`src/rtl/dram_wr_arbiter.sv`:
```
// Write-port owner for a distributed-RAM array: zero-fills after reset or clear_req, arbitrates two
// writers round-robin and registers reads. Define DRAM_WR_ARBITER_BYPASS_EN to forward pending writes to reads.
module dram_wr_arbiter #(
    parameter int DATA_W = 8,
    parameter int ADDR_W = 6
) (
    input  logic              CLK,
    input  logic              ARST_N,
    input  logic              wr0_valid,
    output logic              wr0_ready,
    input  logic [ADDR_W-1:0] wr0_addr,
    input  logic [DATA_W-1:0] wr0_data,
    input  logic              wr1_valid,
    output logic              wr1_ready,
    input  logic [ADDR_W-1:0] wr1_addr,
    input  logic [DATA_W-1:0] wr1_data,
    input  logic              rd_en,
    input  logic [ADDR_W-1:0] rd_addr,
    output logic [DATA_W-1:0] rd_data,
    output logic              rd_data_vld,
    input  logic              clear_req,
    output logic              init_busy,
    output logic              ram_we,
    output logic [ADDR_W-1:0] ram_waddr,
    output logic [DATA_W-1:0] ram_wdata,
    output logic [ADDR_W-1:0] ram_raddr,
    input  logic [DATA_W-1:0] ram_rdata
);

    localparam int DEPTH = 2 ** ADDR_W;
    localparam logic [ADDR_W-1:0] LAST_ADDR = ADDR_W'(DEPTH - 1);

    typedef enum logic {
        INIT,
        RUN
    } state_t;

    state_t            state_q, state_d;
    logic [ADDR_W-1:0] cnt_q, cnt_d;
    logic              last_grant_q, last_grant_d;
    logic              ram_we_q, ram_we_d;
    logic [ADDR_W-1:0] ram_waddr_q, ram_waddr_d;
    logic [DATA_W-1:0] ram_wdata_q, ram_wdata_d;
    logic [DATA_W-1:0] rd_data_q, rd_data_d;
    logic              rd_vld_q, rd_vld_d;
    logic              grant0, grant1;
    logic              bypass_hit;

    // Round-robin: on contention the requester that did not win last time is granted.
    always_comb begin
        grant0 = 1'b0;
        grant1 = 1'b0;
        if (state_q == RUN && !clear_req) begin
            if (wr0_valid && (!wr1_valid || last_grant_q)) begin
                grant0 = 1'b1;
            end else if (wr1_valid) begin
                grant1 = 1'b1;
            end
        end
    end

`ifdef DRAM_WR_ARBITER_BYPASS_EN
    assign bypass_hit = ram_we_q && (ram_waddr_q == rd_addr);
`else
    assign bypass_hit = 1'b0;
`endif

    always_comb begin
        state_d      = state_q;
        cnt_d        = cnt_q;
        last_grant_d = last_grant_q;
        ram_we_d     = 1'b0;
        ram_waddr_d  = ram_waddr_q;
        ram_wdata_d  = ram_wdata_q;
        rd_data_d    = rd_data_q;
        rd_vld_d     = 1'b0;
        if (state_q == INIT) begin
            ram_we_d    = 1'b1;
            ram_waddr_d = cnt_q;
            ram_wdata_d = '0;
            if (cnt_q == LAST_ADDR) begin
                cnt_d   = '0;
                state_d = RUN;
            end else begin
                cnt_d = cnt_q + ADDR_W'(1);
            end
        end else begin
            if (grant0) begin
                ram_we_d     = 1'b1;
                ram_waddr_d  = wr0_addr;
                ram_wdata_d  = wr0_data;
                last_grant_d = 1'b0;
            end else if (grant1) begin
                ram_we_d     = 1'b1;
                ram_waddr_d  = wr1_addr;
                ram_wdata_d  = wr1_data;
                last_grant_d = 1'b1;
            end
            if (rd_en) begin
                rd_vld_d  = 1'b1;
                rd_data_d = bypass_hit ? ram_wdata_q : ram_rdata;
            end
            // A write already registered this cycle still commits before fill address 0.
            if (clear_req) begin
                state_d = INIT;
                cnt_d   = '0;
            end
        end
    end

    always_ff @(posedge CLK or negedge ARST_N) begin
        if (!ARST_N) begin
            state_q      <= INIT;
            cnt_q        <= '0;
            last_grant_q <= 1'b1;
            ram_we_q     <= 1'b0;
            ram_waddr_q  <= '0;
            ram_wdata_q  <= '0;
            rd_data_q    <= '0;
            rd_vld_q     <= 1'b0;
        end else begin
            state_q      <= state_d;
            cnt_q        <= cnt_d;
            last_grant_q <= last_grant_d;
            ram_we_q     <= ram_we_d;
            ram_waddr_q  <= ram_waddr_d;
            ram_wdata_q  <= ram_wdata_d;
            rd_data_q    <= rd_data_d;
            rd_vld_q     <= rd_vld_d;
        end
    end

    assign wr0_ready   = grant0;
    assign wr1_ready   = grant1;
    assign init_busy   = (state_q == INIT);
    assign ram_we      = ram_we_q;
    assign ram_waddr   = ram_waddr_q;
    assign ram_wdata   = ram_wdata_q;
    assign ram_raddr   = rd_addr;
    assign rd_data     = rd_data_q;
    assign rd_data_vld = rd_vld_q;

endmodule

```
`config.mk`:
```
export PLATFORM = sky130hd
export DESIGN_NAME = dram_wr_arbiter
export DESIGN_NICKNAME = d
export VERILOG_FILES = /design/src/rtl/dram_wr_arbiter.sv
export SDC_FILE = /design/constraint.sdc
export NUM_CORES = 1
export LEC_CHECK = 0
export BUFFER_PORTS_ARGS = -buffer_cell sky130_fd_sc_hd__buf_2
export CAP_MARGIN = 10
export CORE_MARGIN = 1
export CORE_UTILIZATION = 49
export DETAILED_ROUTE_END_ITERATION = 6
export HOLD_SLACK_MARGIN = 0.1
export PLACE_DENSITY_LB_ADDON = 0.1
export SLEW_MARGIN = 5
export SYNTH_ARGS = -nofsm -noshare
export SYNTH_HDL_FRONTEND = slang
export SYNTH_SLANG_ARGS = --single-unit
```
`constraint.sdc`:
```
create_clock -name CLK -period 2.21 [get_ports CLK]
set_clock_uncertainty 0.15 [all_clocks]
set_input_delay 0.663 -clock CLK [delete_from_list [all_inputs] [get_ports CLK]]
set_output_delay 0.663 -clock CLK [all_outputs]
set_load 0.02 [all_outputs]
```
# ---- Word-level counts from Yosys, hierarchy flattened
# Index checks and enable logic that the tools add are counted.
dict set report word_totals {
  ff_bits 32
  latchBits 0
  ramBits 0
  rom_bits 0
  output_inout_bits 33
  mem_count 0
}
dict set report op_classes {
  addsub 1
  n_mul 0
  n_div 0
  n_lt_le_gt_ge 0
  n_eq_ne 3
  shifts 0
  mux 24
  bitwise 1
  reduce_logical 8
}
# operator count
set op_table {}
lappend op_table {{$mux 6} 6}
lappend op_table {{$mux 8} 3}
lappend op_table {{$mux 1} 15}
lappend op_table {{$add 6x1->6 const B} 1}
lappend op_table {{$eq 6x6->1 const B} 1}
lappend op_table {{$reduce_and 2->1} 2}
lappend op_table {{$ne 3x3->1 const B} 1}
lappend op_table {{$logic_and 1x1->1} 2}
lappend op_table {{$logic_not 1->1} 2}
lappend op_table {{$ne 2x2->1 const B} 1}
lappend op_table {{$reduce_bool 2->1} 1}
lappend op_table {{$logic_or 1x1->1} 1}
lappend op_table {{$not 1->1} 1}

# ---- Longest topological paths before layout
# Gate-level depths: netlist of the first run.
dict set report depth {
  ltp_word 8
  depth_mapped 5
  depth_no_buf 4
}

# ---- Worst setup path before layout of the first run
# Ideal clock, no wire load.
dict set report synth_timing {
  kind {input to output}
  startpoint {in wr1_valid}
  endpoint {out wr1_ready}
  t_arrival_ns 1.438
  t_required_ns 1.397
  path_slack_ns -0.041
  cell_stages 4
  n_path_buf 2
  cell_sequence {buf_2 -> nand3b_1 -> buf_4 -> a21oi_1}
}
dict set report synth_via {
  elab_chain_len 5
  elab_cells_between_ends 6
  classes_between {3 x mux; 3 x reduce/logical}
}
# element line
set synth_lines {}
lappend synth_lines {{start: declaration} 13} ;# input logic wr1_valid,
lappend synth_lines {{$logic_not 1->1} 54} ;# if (wr0_valid && (!wr1_valid || last_grant_q)) begin
lappend synth_lines {{$logic_or 1x1->1} 54}
lappend synth_lines {{$logic_and 1x1->1} 54}
lappend synth_lines {{$mux 1 *} 54}
lappend synth_lines {{$mux 1 *} 53} ;# if (state_q == RUN && !clear_req) begin
lappend synth_lines {{end: declaration} 14} ;# output logic wr1_ready,
# Mark *: on every way between the ends. The rest lies on a longest branch, timed or not.

# ---- Final worst setup path of the first run
dict set report layout_timing {
  startpoint {in clear_req}
  endpoint {out wr0_ready}
}
dict set report layout_via {
  elab_chain_len 3
}
# element line
set layout_lines {}
lappend layout_lines {{start: declaration} 21} ;# input logic clear_req,
lappend layout_lines {{$logic_not 1->1} 53}
lappend layout_lines {{$logic_and 1x1->1} 53}
lappend layout_lines {{$mux 1} 53}
lappend layout_lines {{end: declaration} 10} ;# output logic wr0_ready,
# Every way passes these cells.

==> results.md, run 1 <==
* MaxCap Viol Count at 0
* Pre-antenna DRT Iters at 4
* Worst setup EP type: output port
* Commonest non-fill, non-tap cell in the layout: buf_2
* Flop-to-flop setup slack at 0.63 ns
* Area grow syn2layout at 28.28%
* Largest net degree at the start of global routing at 33
* R2R Path End: ram_wdata[7]
* Largest delay share family, worst path: buffers and inverters
* WL/cell at 14.02 um
* Worst r2r src: state_q
* # hold bufs at CTS at 0
* Cell count of the worst reg-to-reg path at 4
* Average size of a mapped cell at 10.63 um^2
* Final wirelength at 3869 um
* Total clock sinks at 32
* Final Hold Vio Count at 0
* Post-synth EDFFs at 0
* Clock transition at the registers of the reported paths at 0.11 ns
* Leak at 1.196 nW
* Die area at 3689 um^2
* Worst IR Drop VDD at 881.7 uV
* Post-Route Setup TNS at 0 ns
* Main flop type after synthesis: dfrtp_1
* GRT Util Overall at 0.2318
* GPL Wtd Cong at 0.8639
* Area share of the largest cell type after synthesis at 0.4589
* Root buffer cell: clkbuf_4
* HPWL after detailed placement at 2825 um
* Count of input and output buffers at 68
* Fmax at 468.6 MHz
* Avg Vias per Cell at 5.120
* Mapped Area at 1690 um^2
* Starting Density at 0.5361
* Synth cell types at 37
* Inserted Diodes at 0
* First-pass GRT wire length at 6141 um
* Min Tclk post-route at 2.134 ns
* CP max FO at 3
* Register area share after synthesis at 0.4745
* Die Y at 60.74 um
* Share of layout cells above drive strength 1 at 0.4914
* Syn Nets at 208
* Filler cell count at 262
* Initial antenna violation count at 0
* Outcome: complete, no violations
* Final net count at 280
* Leading area contributor after synthesis: dfrtp_1
* FP Rows at 20
* Core Area at 3153 um^2
* WP data required at 1.40 ns
* Worst-margin pin slew at 0.7041 ns
* Die W at 60.74 um
* Cell count after synthesis at 159
* Vias in the first global route at 1340
* Post-synthesis async set-or-reset flop share at 1.000
* DR DRC count at 0
* Vias at 1413
* Worst path slowest cell: and2b_4
* Largest stage delay on the critical path at 0.25 ns
* ANT nets after route at 0
* Worst-Skew Late Latency at 0.33 ns
* Overflow after GRT at 0
* CP Cell Sequence: buf_2, and2b_4, nand3_2, inv_1, buf_4
* Crit Path Class: input port to output port
* CTS tree: built
* Worst Setup Start Kind: input port
* Rel. slew slack at 0.5306
* Commonest non-fill, non-tap cells in the layout: buf_2 (67), dfrtp_1 (30), nand2_1 (16), inv_1 (14), buf_4 (12)
* Arr. time, crit path at 1.32 ns
* Buf/Inv on CP at 3
* CTS Buf Count at 5
* Synth Register Bits at 32
* YS warnings at 0
* Power Density at 972.0 nW/um^2
* I/O pin cnt at 81
* Hold Crit Class: input port to asynchronous set/reset pin
* H-tree levels at 2
* Ranking of synthesized cells by area: dfrtp_1 (46%), mux2_4 (6.2%), mux2_2 (6.0%)
* Final setup fails at 0
* Hold Worst Slack at 0.2121 ns
* Max-slew violations at 0
* Clock Tree Buf Depth at 2
* RSZ-0062 raised after global routing: no
* Period utilization at 0.9657
* Initial DRC count at 62
==> flip-flops by register name, summed over array words and instances (netlist names) <==
register and flops:
rd_data_vld 1, rd_data 8, ram_wdata 8, ram_waddr 6
ram_we 1, state_q 1, cnt_q 6, last_grant_q 1
==> report_power, final <==
part           internal (mW)  switching [mW]
logic                  0.333           0.410
clock network          0.236           0.213
registers              0.777           0.138
==> cells by family after synthesis <==
group | Yosys count | synth area share
and+or+nand+nor | 40 | 0.1199
AOI/OAI and AO/OA | 32 | 0.1332
DFF | 32 | 0.4745
buffers and inverters | 29 | 0.09030
muxes | 24 | 0.1695
xor gates and xnor gates | 1 | 0.005182
adders and majority gates | 1 | 0.007401
==> worst reg2reg max path, stage by stage (launching register included) <==
cell and delay (ns):
dfrtp_2 0.49, and2b_4 0.20, nand3_2 0.07, buf_4 0.21
mux2_2 0.35
==> worst max-delay path by stage <==
stage                  from  cells after the start         to  slack [ns]
6_report          clear_req                      5  wr0_ready        0.08
4_1_cts             state_q                      2  init_busy       0.004
3_3_place_gp      clear_req                      5  wr0_ready        0.07
2_1_floorplan     wr1_valid                      5  wr0_ready        0.08
5_1_grt        last_grant_q                      4  wr0_ready        0.01
3_5_place_dp      clear_req                      5  wr0_ready        0.06
==> cell type report <==
cell class,count,area (um^2),area share
Clock buffer,5,37.54,0.01731
Timing Repair Buffer,79,425.4,0.1962
Multi-Input combinational cell,98,744.5,0.3433
Sequential cell,32,803.3,0.3705
Inverter,15,60.06,0.02770
Clock inverter,3,42.54,0.01962
Tap cell,44,55.05,0.02539
==> cell usage after synthesis (3+ instances only) <==
master,n
a21oi_1,6
buf_2,5
buf_4,8
dfrtp_1,31
inv_1,14
mux2_2,9
mux2_4,7
mux2i_1,8
nand2_1,16
nand3_1,3
nand4_1,4
nor2_1,6
o2111ai_1,5
o211ai_1,5
o21ai_0,6
==> layer usage <==
| metal | global-route usage | up-vias | share of wire |
|---|---|---|---|
| li1 | - | 694 | - |
| met1 | 0.3062 | 650 | 0.45 |
| met2 | 0.3658 | 62 | 0.47 |
| met3 | 0.07463 | 7 | 0.071 |
| met4 | 0.06818 | 0 | 0.010 |
| met5 | 0 | - | 0 |
==> timing repair <==
| item | 4_1_cts | 5_1_grt |
|---|---|---|
| endpoints found under the setup margin | 1 | 2 |
| buffers inserted | 1 | 2 |
| gates resized for setup | 1 | 3 |
==> metrics by stage <==
stage / instances / power [mW] / cell area [um^2] / utilization / worst slack, ns
CTS: 274 / 2.109 / 2146 / 0.6806 / 0.003938
detailed placement: 265 / 1.637 / 2053 / 0.6512 / 0.05827
global placement: 265 / 1.610 / 2053 / 0.6512 / 0.06790
floorplan: 159 / 1.387 / 1694 / - / 0.07945
global route: 276 / 2.264 / 2168 / 0.6877 / 0.01187
finish: 276 / 2.108 / 2168 / 0.6877 / 0.07589
Note: power is estimated with default switching activity, not from simulation.
==> run 2, diff against run 1 <==
--- a/config.mk
+++ b/config.mk
@@ -12,6 +12,7 @@
 export DETAILED_ROUTE_END_ITERATION = 6
 export HOLD_SLACK_MARGIN = 0.1
 export PLACE_DENSITY_LB_ADDON = 0.1
+export RECOVER_POWER = 25
 export SLEW_MARGIN = 5
 export SYNTH_ARGS = -nofsm -noshare
 export SYNTH_HDL_FRONTEND = slang
==> constraint.sdc (replaced) <==
create_clock -name CLK -period 2.21 [get_ports CLK]
set_clock_uncertainty 0.15 [all_clocks]
set_input_delay 0.221 -clock CLK [delete_from_list [all_inputs] [get_ports CLK]]
set_output_delay 0.221 -clock CLK [all_outputs]
set_load 0.02 [all_outputs]
==> run 2 against run 1 <==
Setup slack improved by 0.059 ns. Sequential share of layout area decreased by 3.2 points. Critical path depth unchanged. Sequential power increased by 1%. Sequential cell count unchanged. Maximum frequency increased by 2.8%. Critical path type is now register to register. Register-to-register slack got worse by 0.50 ns. First-iteration DRC count increased by 6.5%. Largest cell class unchanged. Core utilization increased by 6.3 points. Highest routed layer unchanged. Die area unchanged. Largest power group unchanged.
==> results.md, run 2 (synthesized netlist as in run 1, its figures left out) <==
* Clock Tree Buf Depth at 2 (unchanged)
* Met2 Usage GRT at 0.4333 (was 0.3658)
* Arr. time, crit path at 2.14 ns (was 1.32 ns)
* CP Cell Sequence: buf_4, clkinvlp_4, a21oi_1, o211ai_1, dlygate4sd3_1 (was buf_2, and2b_4, nand3_2, inv_1, buf_4)
* Avg Vias per Cell at 5.241 (was 5.120)
* Commonest non-fill, non-tap cells in the layout: buf_2 (67), dfrtp_1 (31), dlygate4sd3_1 (28), nand2_1 (16), inv_1 (14) (was buf_2 (67), dfrtp_1 (30), nand2_1 (16), inv_1 (14), buf_4 (12))
* Cell count of the worst reg-to-reg path at 5 (was 4)
* Largest delay share family, worst path: buffers and inverters (unchanged)
* Worst path slowest cell: dlygate4sd3_1 (was and2b_4)
* WL/cell at 15.01 um (was 14.02 um)
* Count of input and output buffers at 68 (unchanged)
* I/O pin cnt at 81 (unchanged)
* Core Area at 3153 um^2 (unchanged)
* HPWL after detailed placement at 2638 um (was 2825 um)
* GRT Util Overall at 0.2554 (was 0.2318)
* DR DRC count at 0 (unchanged)
* MaxCap Viol Count at 0 (unchanged)
* FP Rows at 20 (unchanged)
* Fmax at 481.9 MHz (was 468.6 MHz)
* ANT nets after route at 0 (unchanged)
* Die area at 3689 um^2 (unchanged)
* Vias at 1541 (was 1413)
* Largest net degree at the start of global routing at 33 (unchanged)
* Flop-to-flop setup slack at 0.13 ns (was 0.63 ns)
* Share of layout cells above drive strength 1 at 0.4080 (was 0.4914)
* Worst r2r src: state_q (unchanged)
* Die Y at 60.74 um (unchanged)
* Hold path startpoint: wr1_data[6]
* M3 GR Usage at 0.06823 (was 0.07463)
* Post-DP Area at 1997 um^2 (was 2053 um^2)
* Overflow after GRT at 0 (unchanged)
* Grt met1 use at 0.3016 (was 0.3062)
* Final wirelength at 4414 um (was 3869 um)
* Worst Setup Start Kind: register (was input port)
* Vias in the first global route at 1496 (was 1340)
* Total clock sinks at 32 (unchanged)
* Hold Crit Class: input port to register (was input port to asynchronous set/reset pin)
* Busiest grt layer: met2 (unchanged)
* Final Hold Vio Count at 0 (unchanged)
* Max-slew violations at 0 (unchanged)
* Initial DRC count at 66 (was 62)
* Largest stage delay on the critical path at 0.58 ns (was 0.25 ns)
* WP data required at 2.28 ns (was 1.40 ns)
* First-pass GRT wire length at 6720 um (was 6141 um)
* Starting Density at 0.5361 (unchanged)
* Crit Path Class: register to register (was input port to output port)
* CP Launch Point: state_q (was clear_req)
* Outcome: complete, no violations (unchanged)
* Min Tclk post-route at 2.075 ns (was 2.134 ns)
* Critical path depth in cells at 5 (unchanged)
* Leak at 1.265 nW (was 1.196 nW)
* Worst setup EP type: register (was output port)
* Final setup fails at 0 (unchanged)
* Clock transition at the registers of the reported paths at 0.11 ns (about the same)
* RSZ-0062 raised after global routing: no (unchanged)
* R2R Path End: ram_waddr[4] (was ram_wdata[7])
* Rel. slew slack at 0.4836 (was 0.5306)
* Buf/Inv on CP at 3 (unchanged)
* Root buffer cell: clkbuf_4 (unchanged)
* Worst setup path end: ram_waddr[4] (was wr0_ready)
* Postcts setup bufs at 0 (was 1)
* CTS tree: built (unchanged)
* Power Density at 922.9 nW/um^2 (was 972.0 nW/um^2)
* GPL Wtd Cong at 0.8247 (was 0.8639)
* CTS Buf Count at 5 (unchanged)
* Commonest non-fill, non-tap cell in the layout: buf_2 (unchanged)
* Area grow syn2layout at 40.12% (was 28.28%)
* Worst-margin pin slew at 0.7746 ns (was 0.7041 ns)
* Initial antenna violation count at 0 (unchanged)
* Post-Route Setup TNS at 0 ns (unchanged)
* Inserted Diodes at 0 (unchanged)
* Period utilization at 0.9390 (was 0.9657)
* Die W at 60.74 um (unchanged)
* Worst IR Drop VDD at 614.5 uV (was 881.7 uV)
* Pre-antenna DRT Iters at 5 (was 4)
* Final net count at 298 (was 280)
* Final instance area at 2369 um^2 (was 2168 um^2)
* CP max FO at 24 (was 3)
* Worst-Skew Late Latency at 0.34 ns (was 0.33 ns)
* H-tree levels at 2 (unchanged)
## run 2: worst min path at each step
stage / cells past startpoint / endpoint / slack, ns
3_5_place_dp: 1 / ram_waddr[1] / 0.17
6_report: 4 / ram_wdata[6] / 0.12
2_1_floorplan: 0 / cnt_q[0] / -0.22
4_1_cts: 4 / ram_wdata[7] / 0.11
3_3_place_gp: 1 / ram_waddr[2] / 0.15
5_1_grt: 4 / ram_wdata[2] / 0.11
## run 2: where the power goes
part | internal, mW | leakage, nW | switching, mW
combinational | 0.384 | 0.816 | 0.428
sequential | 0.777 | 0.407 | 0.146
clock | 0.236 | 0.0412 | 0.214
total | 1.40 | 1.26 | 0.788
## run 2: cell type report
type	count	area (um^2)
Timing Repair Buffer	97	628.1
Tap cell	44	55.05
Sequential cell	32	802.0
Inverter	15	60.06
Multi-Input combinational cell	98	743.2
Clock buffer	5	37.54
Clock inverter	3	42.54
Fill cell	249	784.5
## run 2: through the flow
| stage | setup slack [ns] | std cells | power (mW) | util | hold slack (ns) |
|---|---|---|---|---|---|
| finish | 0.1348 | 294 | 2.186 | 0.7512 | 0.1236 |
| global route | 0.04055 | 294 | 2.325 | 0.7512 | 0.1082 |
| CTS | 0.06504 | 294 | 2.174 | 0.7476 | 0.1109 |
| detailed placement | 0.4714 | 258 | 1.618 | 0.6333 | 0.1659 |
| global placement | 0.4899 | 258 | 1.601 | 0.6333 | 0.1526 |
| floorplan | 0.7304 | 159 | 1.384 | - | -0.2246 |
## run 2: what timing repair did
item | CTS | global route
hold buffers | 28 | 0
resized for setup | 0 | 2
setup endpoints to repair | 0 | 3
hold endpoints to repair | 54 | 0
## run 2: worst reg2reg max path: cells and delay by family, from the launching register on
kind	cells	cell delay, ns
compound gates	2	0.29
buf+inv	3	1.12
flops	1	0.40
## run 2: per-layer routing
layer | wire, um | vias up
li1 | - | 730
met1 | 1782 | 732
met2 | 2303 | 67
met3 | 253 | 12
met4 | 74 | 0
met5 | 0 | -
==> run 3, diff against run 2 <==
--- a/config.mk
+++ b/config.mk
@@ -5,10 +5,11 @@
 export SDC_FILE = /design/constraint.sdc
 export NUM_CORES = 1
 export LEC_CHECK = 0
+export ABC_AREA = 1
 export BUFFER_PORTS_ARGS = -buffer_cell sky130_fd_sc_hd__buf_2
 export CAP_MARGIN = 10
 export CORE_MARGIN = 1
-export CORE_UTILIZATION = 49
+export CORE_UTILIZATION = 48
 export DETAILED_ROUTE_END_ITERATION = 6
 export HOLD_SLACK_MARGIN = 0.1
 export PLACE_DENSITY_LB_ADDON = 0.1
==> run 3 against run 2 <==
Synthesized cell count rose by 15%. Worst hold slack worse by 0.017 ns. Combinational power hardly changed. Global-route usage up 1.4 points. First-iteration DRC count rose by 45%. Setup slack improved by 0.023 ns. Largest power group unchanged. Critical endpoint is now wr1_ready. Die area is 6.3% lower.
==> results.md, run 3 <==
* Avg Vias per Cell at 4.891 (was 5.241)
* Multi-input gate area at 613.1 um^2 (was 743.2 um^2)
* CTS Buf Count at 5 (unchanged)
* Leading area contributor after synthesis: dfrtp_1 (unchanged)
* Post-synthesis mux area share at 0 (was 0.1695)
* Starting Density at 0.5070 (was 0.5361)
* Post-synthesis async set-or-reset flop share at 1.000 (unchanged)
* Fmax at 487.3 MHz (was 481.9 MHz)
* WP data required at 1.84 ns (was 2.28 ns)
* WL/cell at 12.48 um (was 15.01 um)
* Post-Route Setup TNS at 0 ns (unchanged)
* Average size of a mapped cell at 8.458 um^2 (was 10.63 um^2)
* Synth cell types at 24 (was 37)
* Total clock sinks at 32 (unchanged)
* Syn Nets at 232 (was 208)
* Net Switching at 0.8403 mW (was 0.7881 mW)
* CTS tree: built (unchanged)
* Register area share after synthesis at 0.5182 (was 0.4745)
* Commonest non-fill, non-tap cell in the layout: nand2_1 (was buf_2)
* Post-synth EDFFs at 0 (unchanged)
* Reg power frac at 0.430 (was 0.423)
* Filler cell count at 235 (was 249)
* Final net count at 334 (was 298)
* Count leader, synth: nand2_1 (was dfrtp_1)
* Final Hold Vio Count at 0 (unchanged)
* Die Y at 58.79 um (was 60.74 um)
* Overflow after GRT at 0 (unchanged)
* Simple-Gate Fraction of Synth Area at 0.3169 (was 0.1199)
* MaxCap Viol Count at 0 (unchanged)
* Min Tclk post-route at 2.052 ns (was 2.075 ns)
* Hold Crit Class: input port to register (unchanged)
* Initial DRC count at 96 (was 66)
* Worst-Skew Late Latency at 0.34 ns (about the same)
* Rel. slew slack at 0.4838 (was 0.4836)
* CP max FO at 5 (was 24)
* Vias in the first global route at 1582 (was 1496)
* I/O pin cnt at 81 (unchanged)
* Worst-margin pin slew at 0.7744 ns (was 0.7746 ns)
* Crit Path Class: input port to output port (was register to register)
* Ranking of synthesized cells by area: dfrtp_1 (50%), nand2_1 (17%), nand3_1 (9.4%) (was dfrtp_1 (46%), mux2_4 (6.2%), mux2_2 (6.0%))
* Commonest non-fill, non-tap cells in the layout: nand2_1 (69), buf_2 (67), dlygate4sd3_1 (37), dfrtp_1 (31), nand3_1 (29) (was buf_2 (67), dfrtp_1 (31), dlygate4sd3_1 (28), nand2_1 (16), inv_1 (14))
* Final wirelength at 4118 um (was 4414 um)
* Die area at 3456 um^2 (was 3689 um^2)
* Initial antenna violation count at 0 (unchanged)
* Largest net degree at the start of global routing at 33 (unchanged)
* Mapped Area at 1548 um^2 (was 1690 um^2)
* YS warnings at 0 (unchanged)
* Cell count after synthesis at 183 (was 159)
* Root buffer cell: clkbuf_4 (unchanged)
* Final setup fails at 0 (unchanged)
* Pre-antenna DRT Iters at 4 (was 5)
* Leak at 1.215 nW (was 1.265 nW)
* Clock transition at the registers of the reported paths at 0.10 ns (was 0.11 ns)
* Clock share of power at 0.201 (was 0.206)
* Synth Register Bits at 32 (unchanged)
* Post-layout util at 0.7611 (was 0.7512)
* Area grow syn2layout at 50.12% (was 40.12%)
* HPWL after detailed placement at 2572 um (was 2638 um)
* Die W at 58.79 um (was 60.74 um)
* Postcts setup bufs at 0 (unchanged)
* Largest family of logic cells by synthesized area: simple AND/OR/NAND/NOR gates (was multiplexers)
* Vias at 1614 (was 1541)
* Area share of the largest cell type after synthesis at 0.5012 (was 0.4589)
* Power Density at 948.6 nW/um^2 (was 922.9 nW/um^2)
* Worst IR Drop VDD at 663.2 uV (was 614.5 uV)
* Inserted Diodes at 0 (unchanged)
* Post-synth top cells: nand2_1 (69), dfrtp_1 (31), nand3_1 (29) (was dfrtp_1 (31), nand2_1 (16), inv_1 (14))
* DR DRC count at 0 (unchanged)
* Share of layout cells above drive strength 1 at 0.3007 (was 0.4080)
* Outcome: complete, no violations (unchanged)
* Worst Setup Start Kind: input port (was register)
* ANT nets after route at 0 (unchanged)
* Main flop type after synthesis: dfrtp_1 (unchanged)
* Max-slew violations at 0 (unchanged)
* Clock Tree Buf Depth at 2 (unchanged)
* Reg area at 802.0 um^2 (unchanged)
* H-tree levels at 2 (unchanged)
* FP Rows at 20 (unchanged)
* Compound-Gate Fraction of Synth Area at 0.05335 (was 0.1332)
* Switching Share at 0.3812 (was 0.3606)
* RSZ-0062 raised after global routing: no (unchanged)
* Comb pwr share at 0.369 (was 0.372)
* Post-Synth Adder-Cell Area at 0.008084 (was 0.007402)
* Xor and xnor area share after synthesis at 0.01132 (was 0.005181)
* Internal power at 1.364 mW (was 1.398 mW)
* First-pass GRT wire length at 6817 um (was 6720 um)
* Period utilization at 0.9285 (was 0.9390)
* GRT Util Overall at 0.2690 (was 0.2554)
* GPL Wtd Cong at 0.8379 (was 0.8247)
* Arr. time, crit path at 1.68 ns (was 2.14 ns)
* Worst setup EP type: output port (was register)
* Count of input and output buffers at 68 (unchanged)
* Flop-to-flop setup slack at 0.40 ns (was 0.13 ns)
* Core Area at 3053 um^2 (was 3153 um^2)
==> run 3: changes by cell type in the layout (fill, tap and decap cells not counted), sizes merged, moves of 5 or more <==
cell	before	now
mux2i	8	0
o2111ai	5	0
nand2	16	69
o211ai	5	0
mux2	16	0
dlygate4sd3	28	37
nand3	4	30
==> run 3: worst max-delay path, stage by stage <==
cell	delay, ns
dlygate4sd3_1	0.53
buf_2	0.14
inv_1	0.10
nand2_1	0.21
nor2_4	0.20
nand2_1	0.06
inv_1	0.04
buf_2	0.15
==> run 3: layer usage <==
metal / share of wire / GRT usage / vias up
li1: - / - / 791
met1: 0.40 / 0.3109 / 741
met2: 0.51 / 0.4627 / 69
met3: 0.071 / 0.08571 / 13
met4: 0.020 / 0.1054 / 0
met5: 0 / 0 / -
==> run 3: worst paths after layout <==
path,start,end,cells after the start
setup / recovery,clear_req,wr1_ready,8
hold / removal,wr0_addr[0],ram_waddr[0],5
hold reg to reg,rd_data[1],rd_data[1],2
min in group asynchronous,ARST_N,ram_waddr[4],2
max in group asynchronous,ARST_N,ram_we,2
setup reg to reg,state_q,ram_waddr[3],5
==> run 3: final cells by class <==
class | instances | area share
Inverter | 12 | 0.02046
Clock inverter | 3 | 0.01831
Tap cell | 44 | 0.02369
Timing Repair Buffer | 107 | 0.3123
Multi-Input combinational cell | 127 | 0.2639
Sequential cell | 32 | 0.3452
Clock buffer | 5 | 0.01616
==> run 3: kinds of logic after synthesis <==
group           count (synthesis)
compound gates                 12
xor+xnor                        2
fa+ha+maj                       1
buf+inv                        24
flops                          32
simple gates                  112
==> run 3: what timing repair did <==
item | 4_1_cts | 5_1_grt
endpoints found under the hold margin | 55 | 0
hold buffers | 37 | 0
setup endpoints to repair | 0 | 1
gates resized for setup | 0 | 2
==> run 3: stage by stage <==
step                      setup WS [ns]  cells  power [mW]  hold WS, ns  instance area (um^2)
after floorplan                  0.7265    183       1.451      -0.2246                  1548
after global placement           0.4768    285       1.697       0.1631                  1863
after detailed placement         0.4412    285       1.705       0.1520                  1863
after CTS                        0.1464    330       2.208       0.1004                  2313
after global routing           0.008012    330       2.351       0.1240                  2323
final                            0.1580    330       2.204       0.1066                  2323
==> run 3: power by group through the flow <==
stage | clock [mW] | combinational [mW] | sequential (mW)
6_report | 0.443 | 0.814 | 0.947
5_1_grt | 0.479 | 0.896 | 0.977
4_1_cts | 0.456 | 0.809 | 0.943
3_5_place_dp | 0 | 0.753 | 0.952
3_3_place_gp | 0 | 0.747 | 0.950
2_1_floorplan | 0 | 0.366 | 1.09
